$ cat config.mk
export PLATFORM = sky130hd
export DESIGN_NAME = xgmac_ipif_slave
export DESIGN_NICKNAME = d
export VERILOG_FILES = /design/src/rtl/xgmac_pkg.sv /design/src/rtl/xgmac_edge_det.sv /design/src/rtl/xgmac_ipif_slave.sv
export SDC_FILE = /design/constraint.sdc
export NUM_CORES = 1
export LEC_CHECK = 0
export CORE_MARGIN = 8
export CORE_UTILIZATION = 42
export CTS_BUF_LIST = sky130_fd_sc_hd__clkbuf_8
export DETAILED_ROUTE_END_ITERATION = 10
export GPL_TIMING_DRIVEN = 1
export HOLD_SLACK_MARGIN = 0.05
export PLACE_DENSITY = 0.74
export SYNTH_ARGS = -nofsm -noshare
export SYNTH_HDL_FRONTEND = slang
export SYNTH_HIERARCHICAL = 1
export SYNTH_SLANG_ARGS = --single-unit
$ cat constraint.sdc
create_clock -name bus2ip_clk -period 1.81 [get_ports bus2ip_clk]
set_input_delay 0.4525 -clock bus2ip_clk [delete_from_list [all_inputs] [get_ports bus2ip_clk]]
set_output_delay 0.4525 -clock bus2ip_clk [all_outputs]
set_load 0.02 [all_outputs]
$ cat src/rtl/xgmac_pkg.sv
// Shared definitions for the XGMAC IPIF register slave.
// Register offsets, access FSM encoding and interrupt bit positions.
package xgmac_pkg;

    localparam logic [3:0] REG_VERSION       = 4'd0;
    localparam logic [3:0] REG_CTRL          = 4'd1;
    localparam logic [3:0] REG_STATUS        = 4'd2;
    localparam logic [3:0] REG_INT_STATUS    = 4'd3;
    localparam logic [3:0] REG_INT_ENABLE    = 4'd4;
    localparam logic [3:0] REG_LINK_DOWN_CNT = 4'd5;
    localparam logic [3:0] REG_SCRATCH       = 4'd6;

    localparam int INT_XGMAC = 0;
    localparam int INT_LINK  = 1;

    typedef enum logic [1:0] {
        ST_IDLE = 2'd0,
        ST_ACK  = 2'd1,
        ST_WAIT = 2'd2
    } acc_state_e;

    typedef struct packed {
        logic        rnw;
        logic [3:0]  idx;
        logic [31:0] wdata;
    } bus_req_t;

    function automatic logic reg_mapped(input logic [3:0] idx);
        return idx <= REG_SCRATCH;
    endfunction

endpackage

$ cat src/rtl/xgmac_edge_det.sv
// Rising/falling pulse generator against a one-cycle registered history.
// Pulses are high in the cycle the new level is first seen.
module xgmac_edge_det (
    input  logic clk,
    input  logic rst,
    input  logic d,
    output logic rise,
    output logic fall
);

    logic d_q;

    always_ff @(posedge clk) begin
        if (rst) begin
            d_q <= 1'b0;
        end else begin
            d_q <= d;
        end
    end

    assign rise = d & ~d_q;
    assign fall = ~d & d_q;

endmodule

$ cat src/rtl/xgmac_ipif_slave.sv
// IPIF register slave for the XGMAC: control, status, interrupts,
// link-down counter and scratch, with a single-cycle ack handshake.
module xgmac_ipif_slave
    import xgmac_pkg::*;
#(
    parameter logic [31:0] C_VERSION = 32'h0001_0000,
    parameter int          C_CNT_W   = 16
) (
    input  logic        bus2ip_clk,
    input  logic        bus2ip_reset,
    input  logic        bus2ip_cs,
    input  logic        bus2ip_rnw,
    input  logic [31:0] bus2ip_addr,
    input  logic [31:0] bus2ip_data,
    output logic [31:0] ip2bus_data,
    output logic        ip2bus_rdack,
    output logic        ip2bus_wrack,
    output logic        ip2bus_error,
    input  logic        xgmacint,
    input  logic [7:0]  core_status,
    output logic        ctrl_tx_en,
    output logic        ctrl_rx_en,
    output logic        ctrl_loopback,
    output logic        irq
);

    localparam logic [C_CNT_W-1:0] CNT_MAX = '1;
    localparam logic [C_CNT_W-1:0] CNT_ONE = {{(C_CNT_W-1){1'b0}}, 1'b1};

    acc_state_e state_q;
    acc_state_e state_d;
    bus_req_t   req_q;

    logic ack_cyc;
    logic hit;
    logic wr_en;

    logic wr_ctrl;
    logic wr_int_status;
    logic wr_int_enable;
    logic wr_ldc;
    logic wr_scratch;

    logic [2:0]         ctrl_q;
    logic [7:0]         status_q;
    logic [1:0]         int_status_q;
    logic [1:0]         int_enable_q;
    logic [1:0]         int_set;
    logic [1:0]         int_clr;
    logic [C_CNT_W-1:0] ldc_q;
    logic [31:0]        scratch_q;
    logic               irq_q;
    logic [31:0]        rd_word;

    logic xg_rise;
    logic xg_fall_unused;
    logic link_rise_unused;
    logic link_fall;
    logic addr_unused;

    assign addr_unused = ^{bus2ip_addr[31:6], bus2ip_addr[1:0]};

    xgmac_edge_det u_xg_edge (
        .clk  (bus2ip_clk),
        .rst  (bus2ip_reset),
        .d    (xgmacint),
        .rise (xg_rise),
        .fall (xg_fall_unused)
    );

    xgmac_edge_det u_link_edge (
        .clk  (bus2ip_clk),
        .rst  (bus2ip_reset),
        .d    (core_status[0]),
        .rise (link_rise_unused),
        .fall (link_fall)
    );

    always_ff @(posedge bus2ip_clk) begin
        if (bus2ip_reset) begin
            state_q <= ST_IDLE;
        end else begin
            state_q <= state_d;
        end
    end

    always_comb begin
        state_d = state_q;
        unique case (state_q)
            ST_IDLE: if (bus2ip_cs) state_d = ST_ACK;
            ST_ACK:  state_d = ST_WAIT;
            ST_WAIT: if (!bus2ip_cs) state_d = ST_IDLE;
            default: state_d = ST_IDLE;
        endcase
    end

    // Request is frozen at the sampling edge so the ACK cycle
    // sees a stable address/direction/data.
    always_ff @(posedge bus2ip_clk) begin
        if (bus2ip_reset) begin
            req_q <= '0;
        end else if (state_q == ST_IDLE && bus2ip_cs) begin
            req_q.rnw   <= bus2ip_rnw;
            req_q.idx   <= bus2ip_addr[5:2];
            req_q.wdata <= bus2ip_data;
        end
    end

    assign ack_cyc = (state_q == ST_ACK);
    assign hit     = reg_mapped(req_q.idx);
    assign wr_en   = ack_cyc && !req_q.rnw && hit;

    always_comb begin
        ip2bus_rdack = 1'b0;
        ip2bus_wrack = 1'b0;
        ip2bus_error = 1'b0;
        ip2bus_data  = '0;
        if (ack_cyc) begin
            ip2bus_rdack = req_q.rnw;
            ip2bus_wrack = ~req_q.rnw;
            ip2bus_error = ~hit;
            if (req_q.rnw && hit) begin
                ip2bus_data = rd_word;
            end
        end
    end

    always_comb begin
        wr_ctrl       = 1'b0;
        wr_int_status = 1'b0;
        wr_int_enable = 1'b0;
        wr_ldc        = 1'b0;
        wr_scratch    = 1'b0;
        if (wr_en) begin
            unique case (1'b1)
                (req_q.idx == REG_CTRL):          wr_ctrl       = 1'b1;
                (req_q.idx == REG_INT_STATUS):    wr_int_status = 1'b1;
                (req_q.idx == REG_INT_ENABLE):    wr_int_enable = 1'b1;
                (req_q.idx == REG_LINK_DOWN_CNT): wr_ldc        = 1'b1;
                (req_q.idx == REG_SCRATCH):       wr_scratch    = 1'b1;
                default: ;
            endcase
        end
    end

    always_comb begin
        rd_word = '0;
        unique case (req_q.idx)
            REG_VERSION:       rd_word = C_VERSION;
            REG_CTRL:          rd_word = {29'b0, ctrl_q};
            REG_STATUS:        rd_word = {24'b0, status_q};
            REG_INT_STATUS:    rd_word = {30'b0, int_status_q};
            REG_INT_ENABLE:    rd_word = {30'b0, int_enable_q};
            REG_LINK_DOWN_CNT: rd_word = 32'(ldc_q);
            REG_SCRATCH:       rd_word = scratch_q;
            default:           rd_word = '0;
        endcase
    end

    // Set events are OR-ed in after the clear so they win a collision.
    always_comb begin
        int_set            = '0;
        int_set[INT_XGMAC] = xg_rise;
        int_set[INT_LINK]  = link_fall;
        int_clr            = wr_int_status ? req_q.wdata[1:0] : 2'b00;
    end

    always_ff @(posedge bus2ip_clk) begin
        if (bus2ip_reset) begin
            ctrl_q       <= '0;
            status_q     <= '0;
            int_status_q <= '0;
            int_enable_q <= '0;
            ldc_q        <= '0;
            scratch_q    <= '0;
            irq_q        <= 1'b0;
        end else begin
            status_q     <= core_status;
            int_status_q <= (int_status_q & ~int_clr) | int_set;
            irq_q        <= |(int_status_q & int_enable_q);
            if (wr_ctrl) ctrl_q <= req_q.wdata[2:0];
            if (wr_int_enable) int_enable_q <= req_q.wdata[1:0];
            if (wr_scratch) scratch_q <= req_q.wdata;
            if (link_fall) begin
                if (wr_ldc) begin
                    ldc_q <= CNT_ONE;
                end else if (ldc_q != CNT_MAX) begin
                    ldc_q <= ldc_q + CNT_ONE;
                end
            end else if (wr_ldc) begin
                ldc_q <= '0;
            end
        end
    end

    assign ctrl_tx_en    = ctrl_q[0];
    assign ctrl_rx_en    = ctrl_q[1];
    assign ctrl_loopback = ctrl_q[2];
    assign irq           = irq_q;

endmodule

==> flow_metrics.tcl, run 1 <==
set metrics [dict create \
    hp-class "in2reg" \
    io_buffers 87 \
    path_max_fanout 6 \
    drive_gt1_frac 0.308 \
    slowest_stage "a222oi_1" \
    drt_iter0_drc 283 \
    cellPowerDensity_nw_per_um2 691 \
    max_freq_ghz 0.430 \
    ant_nets 0 \
    die_h_um 118 \
    nNetsFinal 774 \
    violations "negative setup slack" \
    drc_errors 0 \
    post-dp-hpwl_um 9060 \
    io_pins 116 \
    cts_sinks 105 \
    synth_warnings 6 \
    place_inst 802 \
    finalClockSkew_ps 11.8 \
    design_area_um2 6590 \
    slew_viol_final 0 \
    grt_pass1_vias 4383 \
    gp_congestion 0.852 \
    initial_core_util 0.429 \
    num_antenna_cells 0 \
    required_ps 1360 \
    period_minus_slack_ps 2320 \
    synthesis.nets 626 \
    p_leak_nw 2.51 \
    cpPeakStageDelay_ps 480 \
    antenna_found_initial 0 \
    dpl_cell_area_um2 5930 \
    viasPerCell 5.36 \
    ir_drop_v 0.000473 \
    max_slew_margin 0.696 \
    start_kind "flop" \
    cp_cell_sequence "and4bb_4 > a222oi_1 > buf_4 > nor2_2 > buf_6" \
    grt_usage 0.178 \
    crit_family "compound AO/OA/AOI/OAI gates" \
    overflow 0 \
    firstDrtPassIters 5 \
    worstSetupPathType "reg2out" \
    syn_area_per_cell_um2 8.04 \
    hold_violations 0 \
    area_delta_synth_final_pct 49.6 \
    routed_wl_um 13500 \
    hold_ws_ps 400 \
    cts_tree "done" \
    clkLatencyLatePin_ps 360 \
    syn_inst 548 \
    worstPathBufferInverterCount 2 \
    grt_pass1_wl_um 21100 \
    die_x_um 118 \
    worst_ep_arrival_time_ps 1870 \
    setup_viol 33 \
    fin_crit_sh 1.28 \
    drv_cap 0 \
    status "finished with violations" \
    finalWorstSetupSlack_ps -514 \
    grt_max_degree 85 \
    path_clk_slew_ps 100 \
    max_slew.worst_pin.slew_ps 456 \
    critPathCaptureType "output port" \
    coreArea_um2 10300 \
    syn_area_um2 4410 \
    cts_made_buffers 9 \
    wl_per_cell_um 16.1 \
    fin_cells 837 \
    num_rows 37 \
    cts_root_buffer "clkbuf_8" \
    ctsLongestPathBuffers 2 \
    rsz0062_at_grt "true" \
    vias 4490 \
    die_area_um2 14000 \
    htreeDepth 3 \
]
registers in the layout, indices dropped and copies added (netlist names):
signal	flops
scratch_q	32
ldc_q	16
int_status_q	2
ctrl_q	3
u_xg_edge/d_q	1
int_enable_q	2
irq	1
u_link_edge/d_q	1
state_q	2
req_q	37
status_q	8
layout make-up:
type,instances,area [um2]
flip-flops and latches,105,2120
well taps,136,170
clock buffers,9,124
clock inverters,7,101
repair buffers,174,1660
inverters,3,11.3
fillers,861,3680
multi-input cells,403,2400
metrics by stage:
stage | TNS (ps) | utilization | power [mW] | setup slack, ps
final | -12540 | 0.641 | 4.56 | -514
after global routing | -14440 | 0.641 | 4.73 | -560
after CTS | -12170 | 0.617 | 4.54 | -522
after detailed placement | -22240 | 0.577 | 2.93 | -627
after global placement | -20320 | 0.577 | 2.92 | -609
after floorplan | -85.8 | - | 2.68 | -10.7
final timing paths:
kind	from	to	slack, ps	cells past startpoint
min	bus2ip_reset	ldc_q[0]	400	2
max	req_q[35]	ip2bus_data[2]	-510	5
min reg2reg	req_q[17]	scratch_q[17]	460	2
max reg2reg	ldc_q[1]	ldc_q[14]	80	5
power by group:
part	switching (mW)	internal, mW	total (mW)
registers	0.0506	2.38	2.43
clock network	0.828	0.794	1.62
logic	0.233	0.268	0.501
per-layer routing:
layer	up-vias	share of wire	track usage
met3	20	0.059	0.0433
met2	140	0.50	0.304
met1	2129	0.43	0.218
met5	-	0	0
met4	0	0.014	0.0530
li1	2201	-	-
placed cells by master, fill, tap and decap left out, drive strengths merged, types with 2 or more instances in the layout:
| master | instances |
|---|---|
| o31ai | 6 |
| and4 | 3 |
| nand2 | 154 |
| and2 | 2 |
| mux2i | 6 |
| nor3 | 2 |
| buf | 120 |
| nand3b | 2 |
| nor2b | 15 |
| or4 | 6 |
| a22o | 2 |
| clkdlybuf4s50 | 47 |
| a222oi | 3 |
| and3 | 20 |
| clkinv | 2 |
| clkbuf | 12 |
| or3 | 3 |
| o21ai | 6 |
| mux2 | 2 |
| nor3b | 3 |
| bufinv | 2 |
| inv | 5 |
| dlygate4sd2 | 3 |
| a22oi | 14 |
| nor2 | 28 |
| nand3 | 7 |
| nand4 | 10 |
| a21oi | 89 |
| dfxtp | 105 |
| a31oi | 5 |
| nand2b | 2 |
repair_timing:
item | CTS | global route
pin swaps | 13 | 10
hold buffers | 0 | 0
gates resized for setup | 232 | 39
endpoints found under the setup margin | 39 | 56
cloned | 1 | 2
buffers inserted | 7 | 9
hold endpoints to repair | 0 | 0
(Power assumes the default switching activity.)
==> inputs of run 2 (changes only) <==
Settings changed: ABC_CLOCK_PERIOD_IN_PS from default to 2600, PLACE_DENSITY 0.74 to 0.72.
Clock period 1.81 ns to 2.6 ns, I/O delays scaled along.
==> flow_metrics.tcl, run 2 (synthesis gave the netlist of run 1 again) <==
set metrics [dict create \
    largest_reg_flops 37 \
    max_slew.worst_pin.slew_ps 467 \
    cts_tree "done" \
    final_common_cell "nand2_1" \
    firstDrtPassIters 6 \
    worstSetupPathType "reg2out" \
    die_area_um2 14000 \
    cellPowerDensity_nw_per_um2 522 \
    drv_cap 0 \
    worst_ep_arrival_time_ps 1950 \
    grt_pass1_vias 4005 \
    cts_root_buffer "clkbuf_8" \
    grt_pass1_wl_um 19500 \
    top_regs "req_q: 37 flops, scratch_q: 32 flops, ldc_q: 16 flops" \
    fin_cells 779 \
    routed_wl_um 11800 \
    viasPerCell 5.32 \
    setup_viol 0 \
    final_cell_mix "nand2_1, dfxtp_1, a21oi_1" \
    total_power_mw 2.98 \
    wl_per_cell_um 15.1 \
    grt_max_degree 48 \
    period_minus_slack_ps 2600 \
    antenna_found_initial 0 \
    num_antenna_cells 0 \
    r2r-end "ldc_q[14]" \
    vias 4145 \
    io_pins 116 \
    path_max_fanout 6 \
    nNetsFinal 716 \
    fin_util 0.555 \
    p_leak_nw 2.21 \
    coreArea_um2 10300 \
    max_slew_margin 0.689 \
    reg2reg_slack_ps 630 \
    rr_startpoint "ldc_q[0]" \
    num_rows 37 \
    overflow 0 \
    finalClockSkew_ps 15.4 \
    hold_depth 2 \
    hp-class "reg2reg" \
    start_kind "flop" \
    cts_made_buffers 9 \
    drive_gt1_frac 0.131 \
    htreeDepth 3 \
    slew_viol_final 0 \
    io_buffers 87 \
    place_inst 761 \
    drc_errors 0 \
    ff2ff_path_depth 5 \
    area_delta_synth_final_pct 29.4 \
    path_clk_slew_ps 110 \
    hold_start "req_q[27]" \
    place_ws_ps -4.19 \
    die_x_um 118 \
    grt_usage 0.165 \
    required_ps 1950 \
    max_freq_ghz 0.385 \
    largest_register "req_q" \
    die_h_um 118 \
    rsz0062_at_grt "true" \
    gp_congestion 0.858 \
    drt_iter0_drc 280 \
    hold_violations 0 \
    finalWorstSetupSlack_ps 2.48 \
    ant_nets 0 \
    fin_crit_sh 0.999 \
    critPathCaptureType "output port" \
    ir_drop_v 0.000309 \
    ctsLongestPathBuffers 2 \
    status "finished clean" \
    clkLatencyLatePin_ps 370 \
    cts_sinks 105 \
    holdPathEnd "scratch_q[27]" \
    initial_core_util 0.429 \
    post-dp-hpwl_um 8220 \
]
run 2: cell count changes in the layout (fill, tap and decap cells not counted), sizes merged:
cell | before | now
buf | 120 | 40
dlygate4sd2 | 3 | 16
clkdlybuf4s15 | 0 | 5
clkdlybuf4s50 | 47 | 52
bufinv | 2 | 0
inv | 5 | 7
clkbuf | 12 | 11
clkinvlp | 1 | 0
dlymetal6s2s | 1 | 2
run 2: per-stage QoR:
step	TNS (ps)	area, um2	hold slack (ps)
2_1_floorplan	0	4410	432
3_3_place_gp	0	5510	437
3_5_place_dp	-4.19	5510	442
4_1_cts	0	5730	458
5_1_grt	-320	5700	467
6_report	0	5700	447
run 2: worst max-delay path by stage:
stage              start         endpoint  slack, ps  cells past startpoint
2_1_floorplan  req_q[32]   ip2bus_data[3]        390                      4
3_3_place_gp   req_q[33]   ip2bus_data[7]         40                      6
3_5_place_dp   req_q[33]   ip2bus_data[4]         -4                      6
4_1_cts        req_q[34]  ip2bus_data[12]          2                      6
5_1_grt        req_q[34]   ip2bus_data[5]        -80                      6
6_report       req_q[32]   ip2bus_data[4]          2                      5
run 2: power by group:
part	total [mW]	switching [mW]	internal [mW]	leakage (nW)
Sequential	1.69	0.0359	1.66	0.857
Combinational	0.283	0.138	0.145	1.25
Clock	1.00	0.598	0.402	0.106
Total	2.98	0.772	2.20	2.21
run 2: layer usage:
| metal | vias up | GRT usage | part of all wire |
|---|---|---|---|
| met5 | - | 0 | 0 |
| met2 | 123 | 0.272 | 0.47 |
| met4 | 0 | 0.0474 | 0.016 |
| li1 | 2072 | - | - |
| met3 | 16 | 0.0500 | 0.065 |
| met1 | 1934 | 0.205 | 0.45 |
run 2: cell type report:
class | count | area, um2
fill | 989 | 4580
clock inverter | 6 | 62.6
sequential | 105 | 2110
multi-input combinational | 403 | 2170
tap | 136 | 170
clock buffer | 10 | 138
inverter | 3 | 11.3
timing repair buffer | 116 | 1040
run 2: critical path, stage by stage (launching register included):
cell and delay (ps):
dfxtp_4 400, nor4bb_4 330, buf_2 210, a22oi_1 130, a21oi_1 220, clkdlybuf4s15_2 290
run 2: repair_timing:
item / CTS / global route
pin swaps: 2 / 4
setup buffers: 1 / 0
setup endpoints to repair: 32 / 17
resized for setup: 66 / 21
hold buffers: 0 / 0
cloned: 0 / 1
